File: src/rtl/bus_arbiter_if.sv
// Signal bundle joining the two masters, the arbiter and the decoder/slave side.
// Pure wiring, no latency.
// No backpressure; a master holds req until its grant rises.
interface bus_arbiter_if #(
  parameter int ADDR_W = 16,
  parameter int DATA_W = 32
);
  // Master 0 (system/testbench)
  logic              m0_req;
  logic              m0_wr;
  logic [ADDR_W-1:0] m0_addr;
  logic [DATA_W-1:0] m0_dout;
  logic              m0_grant;
  // Master 1 (auxiliary/DMA)
  logic              m1_req;
  logic              m1_wr;
  logic [ADDR_W-1:0] m1_addr;
  logic [DATA_W-1:0] m1_dout;
  logic              m1_grant;
  // Granted master toward decoder and slaves
  logic              m_req;
  logic              m_wr;
  logic [ADDR_W-1:0] m_addr;
  logic [DATA_W-1:0] m_dout;
  // Decoder selects and slave read data
  logic              s0_sel;
  logic              s1_sel;
  logic [DATA_W-1:0] s0_dout;
  logic [DATA_W-1:0] s1_dout;
  logic [DATA_W-1:0] m_din;

  // Arbiter view: it serves the masters and the slave return path
  modport slave (
    input  m0_req, m0_wr, m0_addr, m0_dout,
    input  m1_req, m1_wr, m1_addr, m1_dout,
    input  s0_sel, s1_sel, s0_dout, s1_dout,
    output m0_grant, m1_grant,
    output m_req, m_wr, m_addr, m_dout, m_din
  );

  // Environment view: masters, decoder and slaves
  modport master (
    output m0_req, m0_wr, m0_addr, m0_dout,
    output m1_req, m1_wr, m1_addr, m1_dout,
    output s0_sel, s1_sel, s0_dout, s1_dout,
    input  m0_grant, m1_grant,
    input  m_req, m_wr, m_addr, m_dout, m_din
  );
endinterface

File: src/rtl/bus_arbiter.sv
// Two-master bus arbiter (M0 wins ties, no preemption) plus slave read-data return mux.
// Grant 1 cycle after request; bus mux combinational from grant; m_din 1 cycle after select.
// No backpressure; a master waits with req held while its grant is low.
module bus_arbiter #(
  parameter int ADDR_W = 16,
  parameter int DATA_W = 32
) (
  input  logic          clk,
  input  logic          reset_n,
  bus_arbiter_if.slave  bus
);

  typedef enum logic [1:0] {
    IDLE   = 2'd0,
    M0_GNT = 2'd1,
    M1_GNT = 2'd2
  } state_t;

  state_t     state;
  logic       m0_grant_q;
  logic       m1_grant_q;
  logic [1:0] sel_q;

  // Arbitration: owner keeps the bus while requesting, handover to the other requester without an idle cycle
  always_ff @(posedge clk or negedge reset_n) begin
    if (!reset_n) begin
      state      <= IDLE;
      m0_grant_q <= 1'b0;
      m1_grant_q <= 1'b0;
    end else begin
      case (state)
        IDLE: begin
          if (bus.m0_req) begin
            state <= M0_GNT; m0_grant_q <= 1'b1; m1_grant_q <= 1'b0;
          end else if (bus.m1_req) begin
            state <= M1_GNT; m0_grant_q <= 1'b0; m1_grant_q <= 1'b1;
          end else begin
            state <= IDLE;   m0_grant_q <= 1'b0; m1_grant_q <= 1'b0;
          end
        end
        M0_GNT: begin
          if (bus.m0_req) begin
            state <= M0_GNT; m0_grant_q <= 1'b1; m1_grant_q <= 1'b0;
          end else if (bus.m1_req) begin
            state <= M1_GNT; m0_grant_q <= 1'b0; m1_grant_q <= 1'b1;
          end else begin
            state <= IDLE;   m0_grant_q <= 1'b0; m1_grant_q <= 1'b0;
          end
        end
        M1_GNT: begin
          if (bus.m1_req) begin
            state <= M1_GNT; m0_grant_q <= 1'b0; m1_grant_q <= 1'b1;
          end else if (bus.m0_req) begin
            state <= M0_GNT; m0_grant_q <= 1'b1; m1_grant_q <= 1'b0;
          end else begin
            state <= IDLE;   m0_grant_q <= 1'b0; m1_grant_q <= 1'b0;
          end
        end
        default: begin
          state <= IDLE; m0_grant_q <= 1'b0; m1_grant_q <= 1'b0;
        end
      endcase
    end
  end

  assign bus.m0_grant = m0_grant_q;
  assign bus.m1_grant = m1_grant_q;

  // Forward the granted master's request fields; drive zeros when nobody owns the bus
  always_comb begin
    bus.m_req  = 1'b0;
    bus.m_wr   = 1'b0;
    bus.m_addr = {ADDR_W{1'b0}};
    bus.m_dout = {DATA_W{1'b0}};
    if (m0_grant_q) begin
      bus.m_req  = bus.m0_req;
      bus.m_wr   = bus.m0_wr;
      bus.m_addr = bus.m0_addr;
      bus.m_dout = bus.m0_dout;
    end else if (m1_grant_q) begin
      bus.m_req  = bus.m1_req;
      bus.m_wr   = bus.m1_wr;
      bus.m_addr = bus.m1_addr;
      bus.m_dout = bus.m1_dout;
    end
  end

  // Remember which slave was addressed so its synchronous read data is steered back next cycle
  always_ff @(posedge clk or negedge reset_n) begin
    if (!reset_n) begin
      sel_q <= 2'b00;
    end else begin
      sel_q <= {bus.s1_sel, bus.s0_sel};
    end
  end

  // Read return mux; RAM wins if both selects were (illegally) set, unmapped reads return 0
  always_comb begin
    bus.m_din = {DATA_W{1'b0}};
    if (sel_q[0]) begin
      bus.m_din = bus.s0_dout;
    end else if (sel_q[1]) begin
      bus.m_din = bus.s1_dout;
    end
  end

endmodule

File: src/flat_wrapper.sv
// flat-port wrapper written by rule: the top's interface ports become plain ports
module bus_arbiter_flat 
#(
  parameter int ADDR_W = 16,
  parameter int DATA_W = 32
)
  (clk, reset_n, bus_m0_req, bus_m0_wr, bus_m0_addr, bus_m0_dout, bus_m1_req, bus_m1_wr, bus_m1_addr, bus_m1_dout, bus_s0_sel, bus_s1_sel, bus_s0_dout, bus_s1_dout, bus_m0_grant, bus_m1_grant, bus_m_req, bus_m_wr, bus_m_addr, bus_m_dout, bus_m_din);
  bus_arbiter_if #(.ADDR_W(ADDR_W), .DATA_W(DATA_W)) bus_i ();
  input  logic clk;
  input  logic reset_n;
  input wire logic [$bits(bus_i.m0_req)-1:0] bus_m0_req;
  input wire logic [$bits(bus_i.m0_wr)-1:0] bus_m0_wr;
  input wire logic [$bits(bus_i.m0_addr)-1:0] bus_m0_addr;
  input wire logic [$bits(bus_i.m0_dout)-1:0] bus_m0_dout;
  input wire logic [$bits(bus_i.m1_req)-1:0] bus_m1_req;
  input wire logic [$bits(bus_i.m1_wr)-1:0] bus_m1_wr;
  input wire logic [$bits(bus_i.m1_addr)-1:0] bus_m1_addr;
  input wire logic [$bits(bus_i.m1_dout)-1:0] bus_m1_dout;
  input wire logic [$bits(bus_i.s0_sel)-1:0] bus_s0_sel;
  input wire logic [$bits(bus_i.s1_sel)-1:0] bus_s1_sel;
  input wire logic [$bits(bus_i.s0_dout)-1:0] bus_s0_dout;
  input wire logic [$bits(bus_i.s1_dout)-1:0] bus_s1_dout;
  output wire logic [$bits(bus_i.m0_grant)-1:0] bus_m0_grant;
  output wire logic [$bits(bus_i.m1_grant)-1:0] bus_m1_grant;
  output wire logic [$bits(bus_i.m_req)-1:0] bus_m_req;
  output wire logic [$bits(bus_i.m_wr)-1:0] bus_m_wr;
  output wire logic [$bits(bus_i.m_addr)-1:0] bus_m_addr;
  output wire logic [$bits(bus_i.m_dout)-1:0] bus_m_dout;
  output wire logic [$bits(bus_i.m_din)-1:0] bus_m_din;
  assign bus_i.m0_req = bus_m0_req;
  assign bus_i.m0_wr = bus_m0_wr;
  assign bus_i.m0_addr = bus_m0_addr;
  assign bus_i.m0_dout = bus_m0_dout;
  assign bus_i.m1_req = bus_m1_req;
  assign bus_i.m1_wr = bus_m1_wr;
  assign bus_i.m1_addr = bus_m1_addr;
  assign bus_i.m1_dout = bus_m1_dout;
  assign bus_i.s0_sel = bus_s0_sel;
  assign bus_i.s1_sel = bus_s1_sel;
  assign bus_i.s0_dout = bus_s0_dout;
  assign bus_i.s1_dout = bus_s1_dout;
  assign bus_m0_grant = bus_i.m0_grant;
  assign bus_m1_grant = bus_i.m1_grant;
  assign bus_m_req = bus_i.m_req;
  assign bus_m_wr = bus_i.m_wr;
  assign bus_m_addr = bus_i.m_addr;
  assign bus_m_dout = bus_i.m_dout;
  assign bus_m_din = bus_i.m_din;
  bus_arbiter #(.ADDR_W(ADDR_W), .DATA_W(DATA_W)) u_core (.clk(clk), .reset_n(reset_n), .bus(bus_i));
endmodule
File: config.mk
export PLATFORM = sky130hd
export DESIGN_NAME = bus_arbiter_flat
export DESIGN_NICKNAME = d
export VERILOG_FILES = /design/src/rtl/bus_arbiter_if.sv /design/src/rtl/bus_arbiter.sv /design/src/flat_wrapper.sv
export SDC_FILE = /design/constraint.sdc
export NUM_CORES = 1
export LEC_CHECK = 0
export CORE_AREA = 4 4 95 97
export DETAILED_ROUTE_END_ITERATION = 7
export DIE_AREA = 0 0 99 101
export SYNTH_ARGS = -nofsm -noshare
export SYNTH_HDL_FRONTEND = slang
export SYNTH_SLANG_ARGS = --single-unit
export TNS_END_PERCENT = 100
File: constraint.sdc
create_clock -name clk -period 1.9 [get_ports clk]
set_input_delay 0.285 -clock clk [delete_from_list [all_inputs] [get_ports clk]]
set_output_delay 0.285 -clock clk [all_outputs]
set_load 0.05 [all_outputs]
==> results of run 1 <==
logic make-up (layout without fill, tap and decap cells):
group                  Yosys count  after routing  share of synthesized area [%]
and+or+nand+nor                  8              8                          4.912
AOI/OAI and AO/OA               84             84                          67.60
buffers and inverters           19            261                          18.13
DFF                              4              4                          9.357
routing by layer:
layer / vias to the layer above / wire (um)
met1: 900 / 2826
met4: 0 / 27
li1: 974 / -
met2: 156 / 4624
met5: - / 0
met3: 2 / 977
final cells by class:
cell class / instances / area (um2) / share of cell area [%]
well taps: 105 / 131.4 / 2.946
clock buffers: 4 / 45.04 / 1.010
multi-input cells: 92 / 779.5 / 17.48
flip-flops and latches: 4 / 101.3 / 2.273
repair buffers: 257 / 3402 / 76.29
registers in the layout, indices dropped and copies added (netlist names):
register and cells:
u_core.sel_q 2, u_core.state 2
power by group through the flow:
stage | Combinational [W] | Sequential, W | Clock, W
6_report | 0.00181 | 0.0000975 | 0.000188
3_5_place_dp | 0.00182 | 0.0000984 | 0
4_1_cts | 0.00183 | 0.0000976 | 0.000195
3_3_place_gp | 0.00181 | 0.0000978 | 0
5_1_grt | 0.00186 | 0.0000989 | 0.000206
2_1_floorplan | 0.000770 | 0.000107 | 0
metrics by stage:
step                      instances  hold WS, ns  worst slack (ns)   power, W
after global routing            462       0.3018           0.06781   0.002168
after CTS                       462       0.2908           0.09813   0.002118
final                           462       0.2812            0.1772   0.002094
after global placement          458       0.5246            0.3708   0.001913
after detailed placement        458       0.5250            0.3482   0.001921
after floorplan                 115     -0.01059           0.04134  0.0008771
placed cells by master, fill, tap and decap left out:
master,instances
clkdlybuf4s50_1,167
buf_12,84
a22o_1,80
buf_4,5
nand2_1,4
clkbuf_8,3
dfrtp_1,3
nor2b_4,2
o21ai_1,1
o21ai_2,1
nor2_1,1
o21a_1,1
o21ai_0,1
and2_1,1
clkbuf_1,1
buf_6,1
dfrtp_2,1
worst max-delay path, stage by stage, from the launching register on:
cell and delay (ns):
dfrtp_1 0.39, nor2b_4 0.18, buf_6 0.25, a22o_1 0.24, buf_12 0.15
path summary, 6_finish.rpt:
path,from,slack [ns],depth (start not counted),to
max,u_core.state[1],0.18,4,bus_m_dout[23]
min,reset_n,0.28,1,u_core.state[1]
max reg2reg,u_core.state[1],0.84,3,u_core.state[1]
min reg2reg,u_core.state[1],0.66,2,u_core.state[1]
max in group asynchronous,reset_n,1.42,1,u_core.state[0]
min in group clk,bus_s1_sel,0.53,1,u_core.sel_q[1]
what timing repair did:
item / CTS / global route
endpoints found under the setup margin: 0 / 2
hold endpoints to repair: 0 / 0
gates resized for setup: 0 / 1
==> qor.yml, run 1 <==
status: "completed"
grt_max_degree: 34
cp-end-kind: "output pin"
power_frac_comb_pct: 86.4
period_minus_slack_ns: 1.723
p_int_w: 0.001202
boundaryPins: 252
final_util_pct: 54.82
holdBufCountCts: 0
die-area_mm2: 0.009999
die_x_um: 99
synth_area_leader_cell: "a22o_1"
dr.pass1.iters: 4
synth_top_cells_by_area: "a22o_1, buf_12, dfrtp_1"
routedWlPerCell_um: 18.30
htreeDepth: 1
worstSetupPathType: "reg -> out"
use_met2_pct: 29.55
seq_power_share_pct: 4.7
yosys_warnings: 0
grt-busiest-layer: "met2"
slew_headroom_pct: 75.28
place.gp.congestion: 0.8124
hpwl_um: 7605
grt_usage_pct: 14.94
core_mm2: 0.008134
synthTopCellsByCount: "a22o_1, buf_12, buf_2"
num_rows: 33
hold_viol: 0
grt_first_pass_wirelength_um: 11590
n_antenna_cell: 0
synth-seq-area-share_pct: 9.357
gr-total-overflow: 0
fin_nets: 526
start_util_pct: 13.15
synth_nets: 283
cts_setup_buffers: 0
vdd_drop_max_uv: 192.7
drt_iter0_drc: 19
cts_buffers: 3
route.antenna.remaining_nets: 0
maxSlewViolCount: 0
drt_wl_total_um: 8455
fill_cells: 686
synth_ff_type: "dfrtp_1"
ys_ff_latch: 4
use_met3_pct: 4.706
num_vias: 2032
via_per_inst: 4.398
startpoint_type: "flop"
synth_edf_count: 0
setup_viol: 0
path_clk_slew_ns: 0.04
finalSetupTns_ns: 0
crit_arrival_ns: 1.44
grt_pass1_vias: 2055
hp-class: "in -> async"
clockBufferDepth: 2
cts_root_buf: "clkbuf_8"
antenna_found_initial: 0
critPathRequiredTime_ns: 1.62
place_area_mm2: 0.004410
fin_crit_sh_pct: 90.67
numPortBuffers: 251
power.clock.fraction_pct: 9.0
async_flop_share_pct: 100.0
use_met1_pct: 15.70
avgSynthCellArea_um2: 9.302
crit_path_max_fanout: 30
final_cell_area_mm2: 0.004459
drc: 0
skew_ns: 0.00001853
p_per_area_mw_per_mm2: 469.5
synth_top_area_share_pct: 65.50
synth_cells: 115
clk_latency_ns: 0.22
rsz0062_at_grt: "false"
worst_pin_slew_ns: 0.3709
drive_above_1_share_pct: 27.17
cap_violations: 0
switching_share_pct: 42.58
yosysMostFrequentCell: "a22o_1"
syn-cell-area_mm2: 0.001070
ys_types: 14
areaGrowthSynthToFinish_pct: 316.8
max_freq_mhz: 580.5
p_leak_nw: 1.816
die_h_um: 101
cts.sinks: 4
cts_tree: "yes"
switchingPower_w: 0.0008916
(Power assumes the default switching activity.)
==> run 2: changes to the inputs <==
CORE_AREA = 2 2 99 101   (was 4 4 95 97)
DIE_AREA = 0 0 101 103   (was 0 0 99 101)
==> run 2 against run 1 <==
Final cell count up 2.4%. Register-to-register slack worse by 0.06 ns. Count of clock-buffer cells in the layout unchanged. Combinational power about the same. Sequential power up 2.2%. Utilization down 7.4 points. Critical path depth unchanged. Via count down 0.25%. Largest cell class unchanged. Die area up 4.0%. First-iteration DRC count up 26%. Clock power about the same. Critical endpoint is now bus_m_dout[12]. Worst hold slack worse by 0.0031 ns.
==> qor.yml, run 2 (synthesis results as in run 1) <==
multi_input_area_um2: 779.5  # unchanged
skew_ns: 0.00002116  # +0.000002637 ns
drive_above_1_share_pct: 27.58  # +0.41 points
drt_wl_total_um: 7732  # -8.6%
p_int_w: 0.001205  # +0.22%
seq_power_share_pct: 4.8  # about the same
period_minus_slack_ns: 1.827  # +0.1042 ns
worstSetupPathType: "reg -> out"
cts_tree: "yes"
use_met1_pct: 12.94  # -2.8 points
num_vias: 2027  # -0.25%
critPathRequiredTime_ns: 1.62  # about the same
grt_usage_pct: 12.76  # -2.2 points
slew_headroom_pct: 79.02  # +3.7 points
grt_first_pass_wirelength_um: 10340  # -11%
postCtsResizedCells: 0  # unchanged
numPortBuffers: 251  # unchanged
fin_nets: 528  # +0.38%
hpwl_um: 6788  # -11%
cts_root_buf: "clkbuf_8"
use_met3_pct: 4.203  # -0.50 points
fill_cells: 850  # +24%
dr.pass1.iters: 4  # unchanged
whs_ns: 0.2781  # -0.003052 ns
cts_setup_buffers: 0  # unchanged
die-area_mm2: 0.01040  # +4.0%
p_leak_nw: 1.825  # +0.50%
power_frac_comb_pct: 86.2  # -0.2 points
maxSlewViolCount: 0  # unchanged
start_util_pct: 11.31  # -1.8 points
p_per_area_mw_per_mm2: 467.6  # -0.40%
crit_arrival_ns: 1.54  # +0.10 ns
status: "completed"
r2r_slack_ns: 0.78  # -0.06 ns
cap_violations: 0  # unchanged
max_freq_mhz: 547.4  # -5.7%
boundaryPins: 252  # unchanged
vdd_drop_max_uv: 198.5  # +3.0%
n_antenna_cell: 0  # unchanged
cts_buffers: 3  # unchanged
setup_viol: 0  # unchanged
startpoint_type: "flop"
fin_crit_sh_pct: 96.16  # +5.5 points
final_cell_mix: "clkdlybuf4s50_1, buf_12, a22o_1"
rsz0062_at_grt: "false"
use_met2_pct: 26.05  # -3.5 points
switching_share_pct: 42.51  # -0.069 points
die_x_um: 101  # +2.0%
worst_pin_slew_ns: 0.3146  # -0.05621 ns
layout_commonest_cell: "clkdlybuf4s50_1"
grt_pass1_vias: 1992  # -3.1%
gr-total-overflow: 0  # unchanged
clockBufferDepth: 2  # unchanged
hold_viol: 0  # unchanged
via_per_inst: 4.285  # -2.6%
drc: 0  # unchanged
antenna_found_initial: 0  # unchanged
grt_max_degree: 32  # -5.9%
largestRegisters: "u_core.sel_q (2), u_core.state (2)"
drt_iter0_drc: 24  # +5
place.gp.congestion: 0.6945  # -15%
crit_path_max_fanout: 23  # -23%
die_h_um: 103  # +2.0%
finalSetupTns_ns: 0  # unchanged
power.clock.fraction_pct: 9.0  # about the same
htreeDepth: 1  # unchanged
clk_latency_ns: 0.22  # about the same
cts.sinks: 4  # unchanged
holdBufCountCts: 0  # unchanged
cp-end-kind: "output pin"
route.antenna.remaining_nets: 0  # unchanged
switchingPower_w: 0.0008910  # about the same
regArea_um2: 101.3  # unchanged
hp-class: "in -> async"
num_rows: 36  # +9.1%
areaGrowthSynthToFinish_pct: 318.9
grt-busiest-layer: "met2"
path_clk_slew_ns: 0.03  # about the same
core_mm2: 0.009459  # +16%
routedWlPerCell_um: 16.35  # -11%
==> run 2: cell count changes in the layout (fill, tap and decap cells not counted) <==
cell,previous run,this run
buf_6,1,0
buf_4,5,8
==> run 2: power groups by stage <==
stage                     clock network [W]  logic (W)  registers (W)
after detailed placement                  0    0.00182       0.000101
after CTS                          0.000195    0.00182      0.0000998
after global placement                    0    0.00181       0.000100
final                              0.000189    0.00181      0.0000996
after floorplan                           0   0.000770       0.000107
after global routing               0.000203    0.00187       0.000101
==> run 2: path summary, 6_finish.rpt <==
| path | start | to | depth (start not counted) |
|---|---|---|---|
| min | reset_n | u_core.state[1] | 1 |
| min in group clk | bus_s0_sel | u_core.sel_q[0] | 1 |
| max in group asynchronous | reset_n | u_core.state[0] | 1 |
| max reg2reg | u_core.state[0] | u_core.state[0] | 3 |
| min reg2reg | u_core.state[1] | u_core.state[1] | 3 |
| max | u_core.state[0] | bus_m_dout[12] | 4 |
==> run 2: critical path, stage by stage, from the launching register on <==
cell and delay, ns:
dfrtp_2 0.48, nor2b_4 0.13, buf_4 0.28, a22o_1 0.26, buf_12 0.16
==> run 2: area by class of cell <==
cell class,instances,area share [%]
timing repair buffer,259,76.16
multi-input combinational,92,17.39
tap,114,3.183
sequential,4,2.261
clock buffer,4,1.005
==> run 2: metal layers <==
layer | wire [um] | share of wire, %
met3 | 847 | 11
met5 | 0 | 0
met4 | 27 | 0.35
met2 | 4257 | 55
met1 | 2600 | 34
==> run 2: per-stage QoR <==
| step | instances | setup WS (ns) | area, um2 | util [%] | power (W) |
|---|---|---|---|---|---|
| 6_report | 473 | 0.07305 | 4482 | 47.38 | 0.002096 |
| 5_1_grt | 473 | 0.006690 | 4482 | 47.38 | 0.002174 |
| 4_1_cts | 473 | 0.07601 | 4482 | 47.38 | 0.002117 |
| 3_5_place_dp | 469 | 0.3093 | 4437 | 46.90 | 0.001919 |
| 3_3_place_gp | 469 | 0.3526 | 4437 | 46.90 | 0.001910 |
| 2_1_floorplan | 115 | 0.04134 | 1074 | - | 0.0008771 |
==> run 3: changes to the inputs <==
CORE_AREA = 2 2 98 100   (was 2 2 99 101)
DIE_AREA = 0 0 100 102   (was 0 0 101 103)
PLACE_DENSITY_LB_ADDON = 0.25   (was default)
clock period = 1.5 ns   (was 1.9 ns; I/O delays follow)
==> run 3 against run 2 <==
Final cell count rose by 0.21%. Via count up 2.0%. Design area increased by 8.5%. Clock skew about the same. The flow now finishes with violations (negative setup slack). Combinational power rose by 35%. Total power grew 34%. Die area down 2.0%. Flip-flop and latch count unchanged. Clock power rose by 29%. Highest routed layer unchanged.
==> qor.yml, run 3 (synthesis results as in run 1) <==
status: "finished, violations left"
failed_checks: "negative setup slack"
critPathRequiredTime_ns: 1.27  # -0.35 ns
setup_ws_ns: -0.1208  # -0.1938 ns
skew_ns: 0.00001979  # -0.000001374 ns
cts_setup_buffers: 0  # unchanged
r2r_start: "u_core.state[0]"
max_freq_mhz: 617.0
core_mm2: 0.009109  # -3.7%
cts.sinks: 4  # unchanged
wl_met2_um: 4418  # +3.8%
r2r_slack_ns: 0.38  # -0.40 ns
maxSlewViolCount: 0  # unchanged
hp-class: "in -> async"
holdBufCountCts: 0  # unchanged
grt_first_pass_wirelength_um: 10720  # +3.7%
worstSetupPathType: "reg -> out"
rsz0062_at_grt: "true"
htreeDepth: 1  # unchanged
place.gp.congestion: 0.7536  # +8.5%
setup_viol: 78  # +78
die_x_um: 100  # -0.99%
layout_commonest_cell: "clkdlybuf4s50_1"
worst_pin_slew_ns: 0.2876  # -0.02704 ns
vdd_drop_max_uv: 224.2  # +13%
rr_endpoint: "u_core.state[0]"
grt_usage_pct: 13.35  # +0.59 points
startpoint_type: "flop"
num_vias: 2067  # +2.0%
routedWlPerCell_um: 16.62  # +1.7%
finalSetupTns_ns: -4.852  # -4.852 ns
n_antenna_cell: 0  # unchanged
gr-total-overflow: 0  # unchanged
start_util_pct: 11.74  # +0.43 points
num_rows: 35  # -2.8%
clk_latency_ns: 0.22  # about the same
antenna_found_initial: 0  # unchanged
final_cells: 474  # +0.21%
crit_arrival_ns: 1.40  # -0.14 ns
final_cell_area_mm2: 0.004863  # +8.5%
drt_iter0_drc: 26  # +8.3%
drc: 0  # unchanged
slew_headroom_pct: 80.83  # +1.8 points
cts_tree: "yes"
crit_path_max_fanout: 22  # -4.3%
hold_viol: 0  # unchanged
route.antenna.remaining_nets: 0  # unchanged
fin_crit_sh_pct: 108.1
power_frac_comb_pct: 86.9  # +0.7 points
cts_root_buf: "clkbuf_8"
seq_power_share_pct: 4.4  # -0.4 points
period_minus_slack_ns: 1.621
grt_max_degree: 31  # -3.1%
whs_ns: 0.2237  # -0.05445 ns
fill_cells: 791  # -6.9%
reg2reg_depth: 3  # unchanged
path_clk_slew_ns: 0.04  # about the same
die_h_um: 102  # -0.97%
hpwl_um: 6633  # -2.3%
routed.top_layer: "met4"
clockBufferDepth: 2  # unchanged
dpl.cell_count: 469  # unchanged
boundaryPins: 252  # unchanged
fin_nets: 532  # +0.76%
p_per_area_mw_per_mm2: 577.6  # +24%
cts_buffers: 3  # unchanged
drt_wl_total_um: 7877  # +1.9%
drive_above_1_share_pct: 48.21  # +21 points
p_leak_nw: 1.998  # +9.5%
cap_violations: 0  # unchanged
power.clock.fraction_pct: 8.7  # -0.3 points
switchingPower_w: 0.001168  # +31%
grt_pass1_vias: 2116  # +6.2%
place_area_mm2: 0.004559  # +2.8%
met3_length_um: 863  # +1.9%
cp-end-kind: "output pin"
final_cell_mix: "clkdlybuf4s50_1, buf_12, a22o_2"
areaGrowthSynthToFinish_pct: 354.6
met1_length_um: 2466  # -5.2%
via_per_inst: 4.361  # +1.8%
dr.pass1.iters: 2  # -2
die-area_mm2: 0.01020  # -2.0%
numPortBuffers: 251  # unchanged
p_int_w: 0.001642  # +36%
switching_share_pct: 41.56  # -0.95 points
largestRegisters: "u_core.sel_q (2), u_core.state (2)"
run 3: power groups by stage:
stage | clock, W | combinational [W] | sequential (W)
after global placement | 0 | 0.00235 | 0.000124
after global routing | 0.000263 | 0.00252 | 0.000125
after floorplan | 0 | 0.00101 | 0.000136
after CTS | 0.000254 | 0.00240 | 0.000123
final | 0.000243 | 0.00244 | 0.000124
after detailed placement | 0 | 0.00235 | 0.000124
run 3: worst max-delay path by stage:
stage,start,endpoint,slack [ns]
finish,u_core.sel_q[0],bus_m_din[24],-0.12
global route,u_core.sel_q[0],bus_m_din[23],-0.18
CTS,u_core.state[0],bus_m_addr[14],-0.13
detailed placement,u_core.state[0],bus_m_addr[14],0.11
global placement,u_core.state[0],bus_m_addr[14],0.14
floorplan,u_core.state[0],bus_m_addr[0],-0.05
run 3: area by class of cell:
class                           count  area [um2]  area share, %
Multi-Input combinational cell     92        1080          22.20
Timing Repair Buffer              263        3496          71.88
Tap cell                          111       138.9          2.856
Clock buffer                        4       45.04         0.9262
Sequential cell                     4       103.9          2.135
run 3: critical path, cell delays in order, from the launching register on:
cell and delay [ns]:
dfrtp_2 0.43, nor2b_4 0.19, buf_12 0.21, a22o_1 0.20, buf_12 0.15
run 3: metrics by stage:
step	setup slack [ns]	power, W	utilization, %
after floorplan	-0.04676	0.001143	-
after global placement	0.1355	0.002471	50.05
after detailed placement	0.1142	0.002478	50.05
after CTS	-0.1312	0.002773	51.66
after global routing	-0.1788	0.002913	53.39
final	-0.1208	0.002809	53.39
run 3: what timing repair did:
action	4_1_cts	5_1_grt
pin swaps	2	1
resized for setup	13	20
endpoints found under the setup margin	80	82
gates cloned	1	0
run 3: layer usage:
metal | up-vias | GRT usage (%)
met4 | 0 | 3.583
met5 | - | 0
li1 | 988 | -
met1 | 920 | 12.77
met3 | 10 | 4.856
met2 | 149 | 26.82
